--- src/rtl/kamus_pkg.sv ---
// kamus_pkg: shared L1D geometry constants and the cache controller state encoding.
package kamus_pkg;
  localparam int L1D_NUM_LINES      = 16;
  localparam int L1D_WORDS_PER_LINE = 4;
  localparam int L1D_TAG_W          = 24;
  typedef enum logic [1:0] {IDLE, REFILL_REQ, REFILL_RSP, WRITE} l1d_state_e;
endpackage

--- src/rtl/kamus_l1d_data_array.sv ---
// kamus_l1d_data_array: byte-enabled word storage, combinational read, synchronous write.
module kamus_l1d_data_array #(
  parameter int AW = 6
) (
  input  logic          clk_i,
  input  logic          we_i,
  input  logic [AW-1:0] waddr_i,
  input  logic [31:0]   wdata_i,
  input  logic [3:0]    be_i,
  input  logic [AW-1:0] raddr_i,
  output logic [31:0]   rdata_o
);
  localparam int DEPTH = 2 ** AW;
  logic [31:0] mem_q [DEPTH];
  always_ff @(posedge clk_i) begin
    if (we_i) begin
      for (int b = 0; b < 4; b++) begin
        if (be_i[b]) mem_q[waddr_i][8*b +: 8] <= wdata_i[8*b +: 8];
      end
    end
  end
  assign rdata_o = mem_q[raddr_i];
endmodule

--- src/rtl/kamus_l1d.sv ---
// kamus_l1d: direct-mapped, write-through, no-write-allocate L1 data cache.
// Load hits return in the same cycle; misses refill the whole line one beat at a time.
module kamus_l1d
  import kamus_pkg::*;
#(
  parameter int NUM_LINES      = L1D_NUM_LINES,
  parameter int WORDS_PER_LINE = L1D_WORDS_PER_LINE
) (
  input  logic        clk_i,
  input  logic        rst_ni,
  input  logic        l1d_req_i,
  input  logic        l1d_wr_en_i,
  input  logic [31:0] l1d_addr_i,
  input  logic [31:0] l1d_wr_data_i,
  input  logic [3:0]  l1d_be_i,
  input  logic        l1d_flush_i,
  output logic [31:0] l1d_rd_data_o,
  output logic        l1d_ready_o,
  output logic        mem_req_o,
  output logic        mem_we_o,
  output logic [31:0] mem_addr_o,
  output logic [31:0] mem_wdata_o,
  output logic [3:0]  mem_be_o,
  input  logic        mem_gnt_i,
  input  logic        mem_rvalid_i,
  input  logic [31:0] mem_rdata_i
);
  localparam int IDX_W = $clog2(NUM_LINES);
  localparam int WRD_W = $clog2(WORDS_PER_LINE);
  localparam int OFF_W = WRD_W + 2;
  localparam int TAG_W = 32 - OFF_W - IDX_W;

  l1d_state_e           state_q, state_d;
  logic [WRD_W-1:0]     beat_q, beat_d;
  logic [NUM_LINES-1:0] valid_q, valid_d;
  logic [TAG_W-1:0]     tag_q [NUM_LINES];
  logic                 tag_we;
  logic                 arr_we;
  logic [IDX_W+WRD_W-1:0] arr_waddr;
  logic [31:0]          arr_wdata, arr_rdata;
  logic [3:0]           arr_be;

  logic [IDX_W-1:0] idx;
  logic [WRD_W-1:0] wrd;
  logic [TAG_W-1:0] tag;
  logic             hit;

  assign idx = l1d_addr_i[OFF_W +: IDX_W];
  assign wrd = l1d_addr_i[2 +: WRD_W];
  assign tag = l1d_addr_i[31 -: TAG_W];
  assign hit = valid_q[idx] && (tag_q[idx] == tag);

  kamus_l1d_data_array #(.AW(IDX_W + WRD_W)) u_data (
    .clk_i   (clk_i),
    .we_i    (arr_we),
    .waddr_i (arr_waddr),
    .wdata_i (arr_wdata),
    .be_i    (arr_be),
    .raddr_i ({idx, wrd}),
    .rdata_o (arr_rdata)
  );

  always_comb begin
    state_d       = state_q;
    beat_d        = beat_q;
    valid_d       = valid_q;
    tag_we        = 1'b0;
    arr_we        = 1'b0;
    arr_waddr     = {idx, wrd};
    arr_wdata     = l1d_wr_data_i;
    arr_be        = l1d_be_i;
    l1d_ready_o   = 1'b0;
    l1d_rd_data_o = '0;
    mem_req_o     = 1'b0;
    mem_we_o      = 1'b0;
    mem_addr_o    = l1d_addr_i;
    mem_wdata_o   = l1d_wr_data_i;
    mem_be_o      = l1d_be_i;
    case (state_q)
      IDLE: begin
        if (l1d_flush_i) valid_d = '0;
        else if (!l1d_req_i) l1d_ready_o = 1'b1;
        else if (l1d_wr_en_i) state_d = WRITE;
        else if (hit) begin
          l1d_ready_o   = 1'b1;
          l1d_rd_data_o = arr_rdata;
        end else begin
          valid_d[idx] = 1'b0;
          state_d      = REFILL_REQ;
        end
      end
      REFILL_REQ: begin
        mem_req_o  = 1'b1;
        mem_addr_o = {l1d_addr_i[31:OFF_W], beat_q, 2'b00};
        mem_be_o   = 4'hF;
        state_d    = mem_gnt_i ? REFILL_RSP : REFILL_REQ;
      end
      REFILL_RSP: begin
        if (mem_rvalid_i) begin
          arr_we    = 1'b1;
          arr_waddr = {idx, beat_q};
          arr_wdata = mem_rdata_i;
          arr_be    = 4'hF;
          beat_d    = beat_q + 1'b1;
          state_d   = (&beat_q) ? IDLE : REFILL_REQ;
          if (&beat_q) begin
            valid_d[idx] = 1'b1;
            tag_we       = 1'b1;
          end
        end
      end
      WRITE: begin
        mem_req_o   = 1'b1;
        mem_we_o    = 1'b1;
        l1d_ready_o = mem_gnt_i;
        arr_we      = mem_gnt_i && hit;
        state_d     = mem_gnt_i ? IDLE : WRITE;
      end
    endcase
  end

  always_ff @(posedge clk_i or negedge rst_ni) begin
    if (!rst_ni) begin
      state_q <= IDLE;
      beat_q  <= '0;
      valid_q <= '0;
    end else begin
      state_q <= state_d;
      beat_q  <= beat_d;
      valid_q <= valid_d;
    end
  end

  // Tags need no reset: a line is only trusted once its valid bit is set.
  always_ff @(posedge clk_i) begin
    if (tag_we) tag_q[idx] <= tag;
  end
endmodule

--- config.mk ---
export PLATFORM = sky130hd
export DESIGN_NAME = kamus_l1d
export DESIGN_NICKNAME = d
export VERILOG_FILES = /design/src/rtl/kamus_pkg.sv /design/src/rtl/kamus_l1d_data_array.sv /design/src/rtl/kamus_l1d.sv
export SDC_FILE = /design/constraint.sdc
export NUM_CORES = 2
export LEC_CHECK = 0
export BUFFER_PORTS_ARGS = -buffer_cell sky130_fd_sc_hd__buf_2
export CORE_MARGIN = 10
export CORE_UTILIZATION = 25
export CTS_BUF_LIST = sky130_fd_sc_hd__clkbuf_4
export CTS_CLUSTER_DIAMETER = 100
export DETAILED_ROUTE_END_ITERATION = 8
export GPL_ROUTABILITY_DRIVEN = 0
export SYNTH_ARGS = -nofsm -noshare
export SYNTH_HDL_FRONTEND = slang
export SYNTH_HIERARCHICAL = 1
export SYNTH_SLANG_ARGS = --single-unit
--- constraint.sdc ---
create_clock -name clk_i -period 5 [get_ports clk_i]
set_input_delay 1 -clock clk_i [delete_from_list [all_inputs] [get_ports clk_i]]
set_output_delay 1 -clock clk_i [all_outputs]
set_load 0.005 [all_outputs]
# --- Word-level counts from Yosys, hierarchy flattened ---
# Memory sizes are Yosys's and may differ from the RTL's.
# Cells that the tools add are included.
word_totals:
  regBits: 20
  ram_bits: 2432
  inputBits: 107
  output_inout_bits: 103
  mem_count: 2
op_classes:
  add_sub_neg: 1
  n_lt_le_gt_ge: 2
  eq_ne: 12
  mux: 59
  bitwise_logic: 3
  n_reduce_logical: 10
memory_table:
  columns: ["name", "words", "width", "read_ports", "rd_ports_with_merged_regs", "write_ports", "line", "text"]
  rows:
  - ["u_data.mem_q", 64, 32, 1, 0, 1, "kamus_l1d_data_array.sv:14", "logic [31:0] mem_q [DEPTH];"]
  - ["tag_q", 16, 24, 1, 0, 1, "kamus_l1d.sv:36", "logic [TAG_W-1:0] tag_q [NUM_LINES];"]
op_table:
  columns: ["op", "count"]
  rows:
  - ["$mux W32", 7]
  - ["$mux W16", 6]
  - ["$pmux W16 S2", 1]
  - ["$mux W1", 27]
  - ["$eq A24 B24 Y1", 1]
  - ["$mux W2", 9]
  - ["$and A16 B16 Y16", 1]
  - ["$mux W4", 4]
  - ["$not A16 Y16", 1]
  - ["$or A16 B16 Y16", 1]
  - ["$ne A3 B3 Y1 const B", 4]
  - ["$ne A2 B2 Y1 const B", 4]
  - ["$pmux W2 S4", 1]
  - ["$reduce_and A6 Y1", 1]
  - ["$lt A4 B5 Y1 const B", 1]
  - ["$bmux W1 S4", 1]
  - ["$demux W1 S4", 1]
  - ["$eq A2 B2 Y1 const B", 2]
  - ["$ge A4 B1 Y1 const B", 1]
  - ["$pmux W1 S2", 2]
  - ["$reduce_and A2 Y1", 2]
  - ["$reduce_and A4 Y1", 1]
  - ["$logic_and A1 B1 Y1", 3]
  - ["$add A2 B1 Y2 const B", 1]
  - ["other kinds (4)", 4]

# --- Depth between registers and ports, before layout ---
depth:
  ltp_word: 11
  depth_mapped: 17

# --- By module ---
# The synthesis kept the hierarchy.
modules_own_cells:
  columns: ["module", "n_inst", "cells_per_inst", "area_each_um2"]
  rows:
  - ["kamus_l1d_data_array", 1, 3544, 79130.9]
  - ["kamus_l1d", 1, 1118, 18357.6]

# --- Worst setup path after synthesis ---
# No wires, ideal clock.
synth_path:
  kind: "input to register"
  start: "input port l1d_addr_i[5]"
  end: "memory u_data.mem_q[10][0] (enable)"
  setup_time_ns: 0.370
  arrival_time_ns: 4.581
  t_required_ns: 4.630
  path_slack_ns: 0.049
  cell_stages: 13
  path_buffers: 4
  path_cell_list: "buf_6 buf_8 mux4_2 mux4_2 xnor2_1 nand4_1 a2111o_1 or3_1 clkbuf_1 o21ai_0 nand2_1 clkbuf_1 nor2_1"
synth_between:
  elab_chain_cells: 7
synth_rtl:
  columns: ["element", "line", "text"]
  rows:
  - ["start, declared", "kamus_l1d.sv:13", "input logic [31:0] l1d_addr_i,"]
  - ["$mem_v2 Z16 W24 / $bmux W1 S4 (equally long branches)", null, null]
  - ["$eq A24 B24 Y1 / $mux W1 (equally long branches)", "kamus_l1d.sv:51", "assign hit = valid_q[idx] && (tag_q[idx] == tag);"]
  - ["$logic_and A1 B1 Y1 *", "kamus_l1d.sv:51", null]
  - ["$logic_and A1 B1 Y1 *", "kamus_l1d.sv:116", "arr_we = mem_gnt_i && hit;"]
  - ["$pmux W1 S2 *", "kamus_l1d.sv:79", "case (state_q)"]
  - ["via arr_we", "kamus_l1d.sv:38", "logic arr_we;"]
  - ["$mux W1 *", "kamus_l1d_data_array.sv:16", "if (we_i) begin"]
  - ["$mux W1 (not written as such) *", "kamus_l1d_data_array.sv:18", "if (be_i[b]) mem_q[waddr_i][8*b +: 8] <= wdata_i[8*b +: 8];"]
  - ["end, declared", "kamus_l1d_data_array.sv:14", null]
# Mark *: on every way through the listed nets, which the timed path passes. The rest lies on a longest branch. The select of a mux whose other input is x is not followed.

# --- Worst setup path in the final report ---
layout_path:
  start: "memory tag_q[7][13] (netlist bit)"
  end: "output port l1d_rd_data_o[21]"
layout_between:
  elab_chain_cells: 8
layout_rtl:
  columns: ["element", "line", "text"]
  rows:
  - ["start, declared", "kamus_l1d.sv:36", null]
  - ["$mem_v2 Z16 W24", null, null]
  - ["$eq A24 B24 Y1", "kamus_l1d.sv:51", null]
  - ["$logic_and A1 B1 Y1", "kamus_l1d.sv:51", null]
  - ["$mux W32", "kamus_l1d.sv:84", "else if (hit) begin"]
  - ["$mux W32", "kamus_l1d.sv:83", "else if (l1d_wr_en_i) state_d = WRITE;"]
  - ["$mux W32", "kamus_l1d.sv:82", "else if (!l1d_req_i) l1d_ready_o = 1'b1;"]
  - ["$mux W32", "kamus_l1d.sv:81", "if (l1d_flush_i) valid_d = '0;"]
  - ["$mux W32", "kamus_l1d.sv:79", null]
  - ["end, declared", "kamus_l1d.sv:17", "output logic [31:0] l1d_rd_data_o,"]
# No other way between the ends.

==> insert_results.sql <==
INSERT INTO impl_metrics (metric_group, metric, value, unit) VALUES
('outcome', 'outcome', 'complete, but fails checks', ''),
('outcome', 'violated_checks', 'setup timing', ''),
('clock_network', 'numCtsBuffers', '622', ''),
('floorplan', 'ios', '210', ''),
('floorplan', 'die_x', '644', 'um'),
('finish', 'layout-drive-gt1-share', '41.7', '%'),
('floorplan', 'initial_core_util', '25.1', '%'),
('grt', 'number_of_global_route_vias_before_repair', '56348', ''),
('route', 'via_per_inst', '4.65', ''),
('synth', 'synth_cells', '4662', ''),
('finish', 'fin_cells', '11535', ''),
('timing', 'worstMarginPinSlew', '1260', 'ps'),
('min_path', 'hold_path.startpoint', 'l1d_addr_i[20]', ''),
('grt', 'grt_remaining_overflow', '0', ''),
('timing', 'final_max_slew_viol_count', '0', ''),
('route', 'route.detailed.wl_per_inst', '24.3', 'um'),
('synth', 'yosys.area.top_type_share', '74.9', '%'),
('floorplan', 'row_count', '229', ''),
('timing', 'setup_viol_count_final', '33', ''),
('synth', 'synth_fp_nets', '4774', ''),
('worst_setup_path', 'worstPathRequired', '4000', 'ps'),
('clock_network', 'clk-insertion-delay-late', '1330', 'ps'),
('route', 'totalWireLength', '281000', 'um'),
('synth', 'yosys-top-cells-count', '2432 x sky130_fd_sc_hd__edfxtp_1, 617 x sky130_fd_sc_hd__mux4_2, 318 x sky130_fd_sc_hd__nor2_1', ''),
('worst_setup_path', 'worst-setup-path-type', 'flop to output pin', ''),
('synth', 'synth_cell_area', '97500', 'um^2'),
('synth', 'ys_seq_area_share', '75.4', '%'),
('synth', 'synth.distinct_cells', '76', ''),
('floorplan', 'die_y', '644', 'um'),
('flow_run', 'max_cap_viol_count', '0', ''),
('grt', 'grt_max_degree', '84', ''),
('clock_network', 'cts.clk_slew.worst_paths', '70', 'ps'),
('worst_setup_path', 'worst_r2r_startpoint', 'state_q[0]', ''),
('finish', 'areaGrowthSynthToFinish', '20.8', '%'),
('synth', 'yosys.cell_count.top_type', 'sky130_fd_sc_hd__edfxtp_1', ''),
('timing', 'fmaxAchievable', '0.176', 'GHz'),
('grt', 'number_of_antenna_violations_at_the_first_check_in_global_routing', '23', ''),
('synth', 'synthesis.area_per_instance', '20.9', 'um^2'),
('worst_setup_path', 'critPathLaunch', 'tag_q[7][13]', ''),
('worst_setup_path', 'critPathCaptureType', 'output pin', ''),
('floorplan', 'floorplan.die_area', '415000', 'um^2'),
('finish', 'final_core_util', '30.3', '%'),
('route', 'drtPass1Iterations', '6', ''),
('min_path', 'hold_path_class', 'primary input to flop', ''),
('route', 'via_total_after_detailed_routing', '53604', ''),
('placed_design', 'dpl.hpwl', '188000', 'um'),
('synth', 'postSynth.asyncResetShare', '0.816', '%'),
('route', 'first_iter_violations', '6155', ''),
('worst_setup_path', 'start_kind', 'flop', ''),
('pwr', 'vdd_drop_max', '0.000237', 'V'),
('clock_network', 'cts_tree', 'yes', ''),
('pwr', 'p_per_area', '372', 'nW/um^2'),
('synth', 'synthFlopType', 'sky130_fd_sc_hd__edfxtp_1', ''),
('clock_network', 'clock_tree.root_cell', 'sky130_fd_sc_hd__clkbuf_4', ''),
('placed_design', 'dpl.cell_count', '10447', ''),
('finish', 'fin_nets', '6012', ''),
('synth', 'synth.area.top_cells', 'sky130_fd_sc_hd__edfxtp_1 75%, sky130_fd_sc_hd__mux4_2 14%, sky130_fd_sc_hd__mux2i_1 1.7%', ''),
('grt', 'globalRouteTotalUtil', '13.0', '%'),
('grt', 'grt_pass1_wl', '402000', 'um'),
('worst_setup_path', 'arrival_time_at_the_worst_endpoint', '4670', 'ps'),
('floorplan', 'fp.coreArea', '389000', 'um^2'),
('route', 'drc_errors', '0', ''),
('worst_setup_path', 'timing.critical_path.fanout_max', '6', ''),
('route', 'antenna_nets_post_route', '0', ''),
('timing', 'final.period_utilization', '113', '%'),
('clock_network', 'htree_num_levels', '6', ''),
('synth', 'synthesis.yosys.warnings', '6', ''),
('timing', 'final_critical_path_setup_slack', '-670', 'ps'),
('clock_network', 'tritoncts_num_sinks', '2452', ''),
('clock_network', 'cts.path.max_buffers', '4', ''),
('timing', 'finalWorstPathRequiredPeriod', '5670', 'ps'),
('timing', 'fin_tns_setup', '-20670', 'ps'),
('timing', 'slew_headroom', '15.9', '%'),
('pwr', 'power_leakage', '38.4', 'nW'),
('timing', 'rsz0062_at_grt', 'true', ''),
('synth', 'synth_edf_count', '2432', ''),
('timing', 'min_hold_slack', '173', 'ps'),
('timing', 'report.final.hold_viol_count', '0', ''),
('placed_design', 'buffers_on_ports', '209', ''),
('synth', 'synth-seq-cells', '2452', ''),
('synth', 'synth_top_area_cell', 'sky130_fd_sc_hd__edfxtp_1', ''),
('timing', 'final_setup_skew', '111', 'ps');
-- power breakdown --
part           switching (mW)  internal (mW)
Combinational            2.51           1.26
Clock                    8.09           8.67
Sequential             0.0381           23.2
Total                    10.6           33.2
-- flip-flops by register name, summed over array words and instances, names as in the netlist --
signal	cells
valid_q	16
u_data/mem_q	2048
beat_q	2
state_q	2
tag_q	384
-- critical path, cell delays in order, from the launching register on --
cell,delay [ps]
sky130_fd_sc_hd__edfxtp_1,360
sky130_fd_sc_hd__mux4_2,500
sky130_fd_sc_hd__mux2i_1,190
sky130_fd_sc_hd__nor2_2,80
sky130_fd_sc_hd__o31a_1,250
sky130_fd_sc_hd__nand2b_4,140
sky130_fd_sc_hd__or4b_4,500
sky130_fd_sc_hd__nor4_4,380
sky130_fd_sc_hd__and4_4,290
sky130_fd_sc_hd__buf_12,170
sky130_fd_sc_hd__clkbuf_16,190
sky130_fd_sc_hd__and2_4,140
sky130_fd_sc_hd__buf_6,90
-- routing by layer --
metal	GRT usage [%]	vias to the layer above	routed length, um
met5	0	-	111
met4	4.99	16	10400
met3	2.98	528	24400
met2	21.5	2792	136000
met1	16.7	28031	110000
li1	-	22237	-
-- stage by stage --
stage	total power, mW	area, um^2	worst slack, ps
final	43.8	118000	-670
after floorplan	25.6	97500	49.2
after detailed placement	27.5	109000	-572
after global placement	27.4	109000	-576
after global routing	45.6	118000	-850
after CTS	44.3	118000	-757
-- cell families (layout without fill, tap and decap cells) --
kind of cell	after synthesis	in the layout	share of synthesized area [%]
AOI/OAI and AO/OA	336	336	2.51
xor gates and xnor gates	21	21	0.189
adders and majority gates	5	5	0.0642
buffers and inverters	350	2020	2.06
DFF	2452	2452	75.4
muxes	851	851	16.8
other	0	6	0
and+or+nand+nor	647	647	3.01
-- cell usage in the layout, fill, tap and decap left out, drive strengths merged, types with 9 or more instances in the layout --
| master | instances |
|---|---|
| a21oi | 45 |
| a221oi | 23 |
| a22o | 14 |
| a22oi | 72 |
| a31oi | 12 |
| a32o | 9 |
| and2 | 40 |
| buf | 929 |
| bufinv | 14 |
| clkbuf | 859 |
| clkinv | 158 |
| clkinvlp | 9 |
| dfrtp | 20 |
| dlygate4sd3 | 15 |
| edfxtp | 2432 |
| inv | 36 |
| mux2 | 73 |
| mux2i | 161 |
| mux4 | 617 |
| nand2 | 124 |
| nand2b | 28 |
| nand3 | 17 |
| nor2 | 319 |
| nor2b | 23 |
| nor3 | 41 |
| nor4 | 9 |
| o211ai | 22 |
| o21ai | 13 |
| o221ai | 17 |
| o22ai | 59 |
| or2 | 11 |
| xnor2 | 14 |
-- final timing paths --
| check | depth (start not counted) | end | slack (ps) |
|---|---|---|---|
| worst max-delay path | 12 | l1d_rd_data_o[21] | -670 |
| worst min-delay path | 2 | tag_q[3][12] | 170 |
| worst max register to register | 8 | u_data/mem_q[26][9] | 400 |
| worst min register to register | 2 | valid_q[9] | 520 |
| max in group asynchronous | 2 | beat_q[1] | 4330 |
| min in group asynchronous | 2 | valid_q[3] | 300 |
-- repair_timing --
| item | in CTS | in global routing |
|---|---|---|
| endpoints found under the setup margin | 33 | 33 |
| hold endpoints to repair | 108 | 0 |
| resized for setup | 43 | 40 |
| setup buffers | 7 | 2 |
| cloned | 0 | 3 |
| hold buffers | 15 | 0 |
| pin swaps | 15 | 12 |
-- area by class of cell --
| type | count | area, um^2 |
|---|---|---|
| Clock inverter | 199 | 1270 |
| Fill cell | 37930 | 271000 |
| Tap cell | 5197 | 6500 |
| Sequential cell | 2452 | 73500 |
| Multi-Input combinational cell | 1860 | 22300 |
| Antenna cell | 6 | 15.0 |
| Timing Repair Buffer | 946 | 7680 |
| Inverter | 18 | 67.6 |
| Clock buffer | 857 | 6430 |
(Power assumes the default switching activity.)
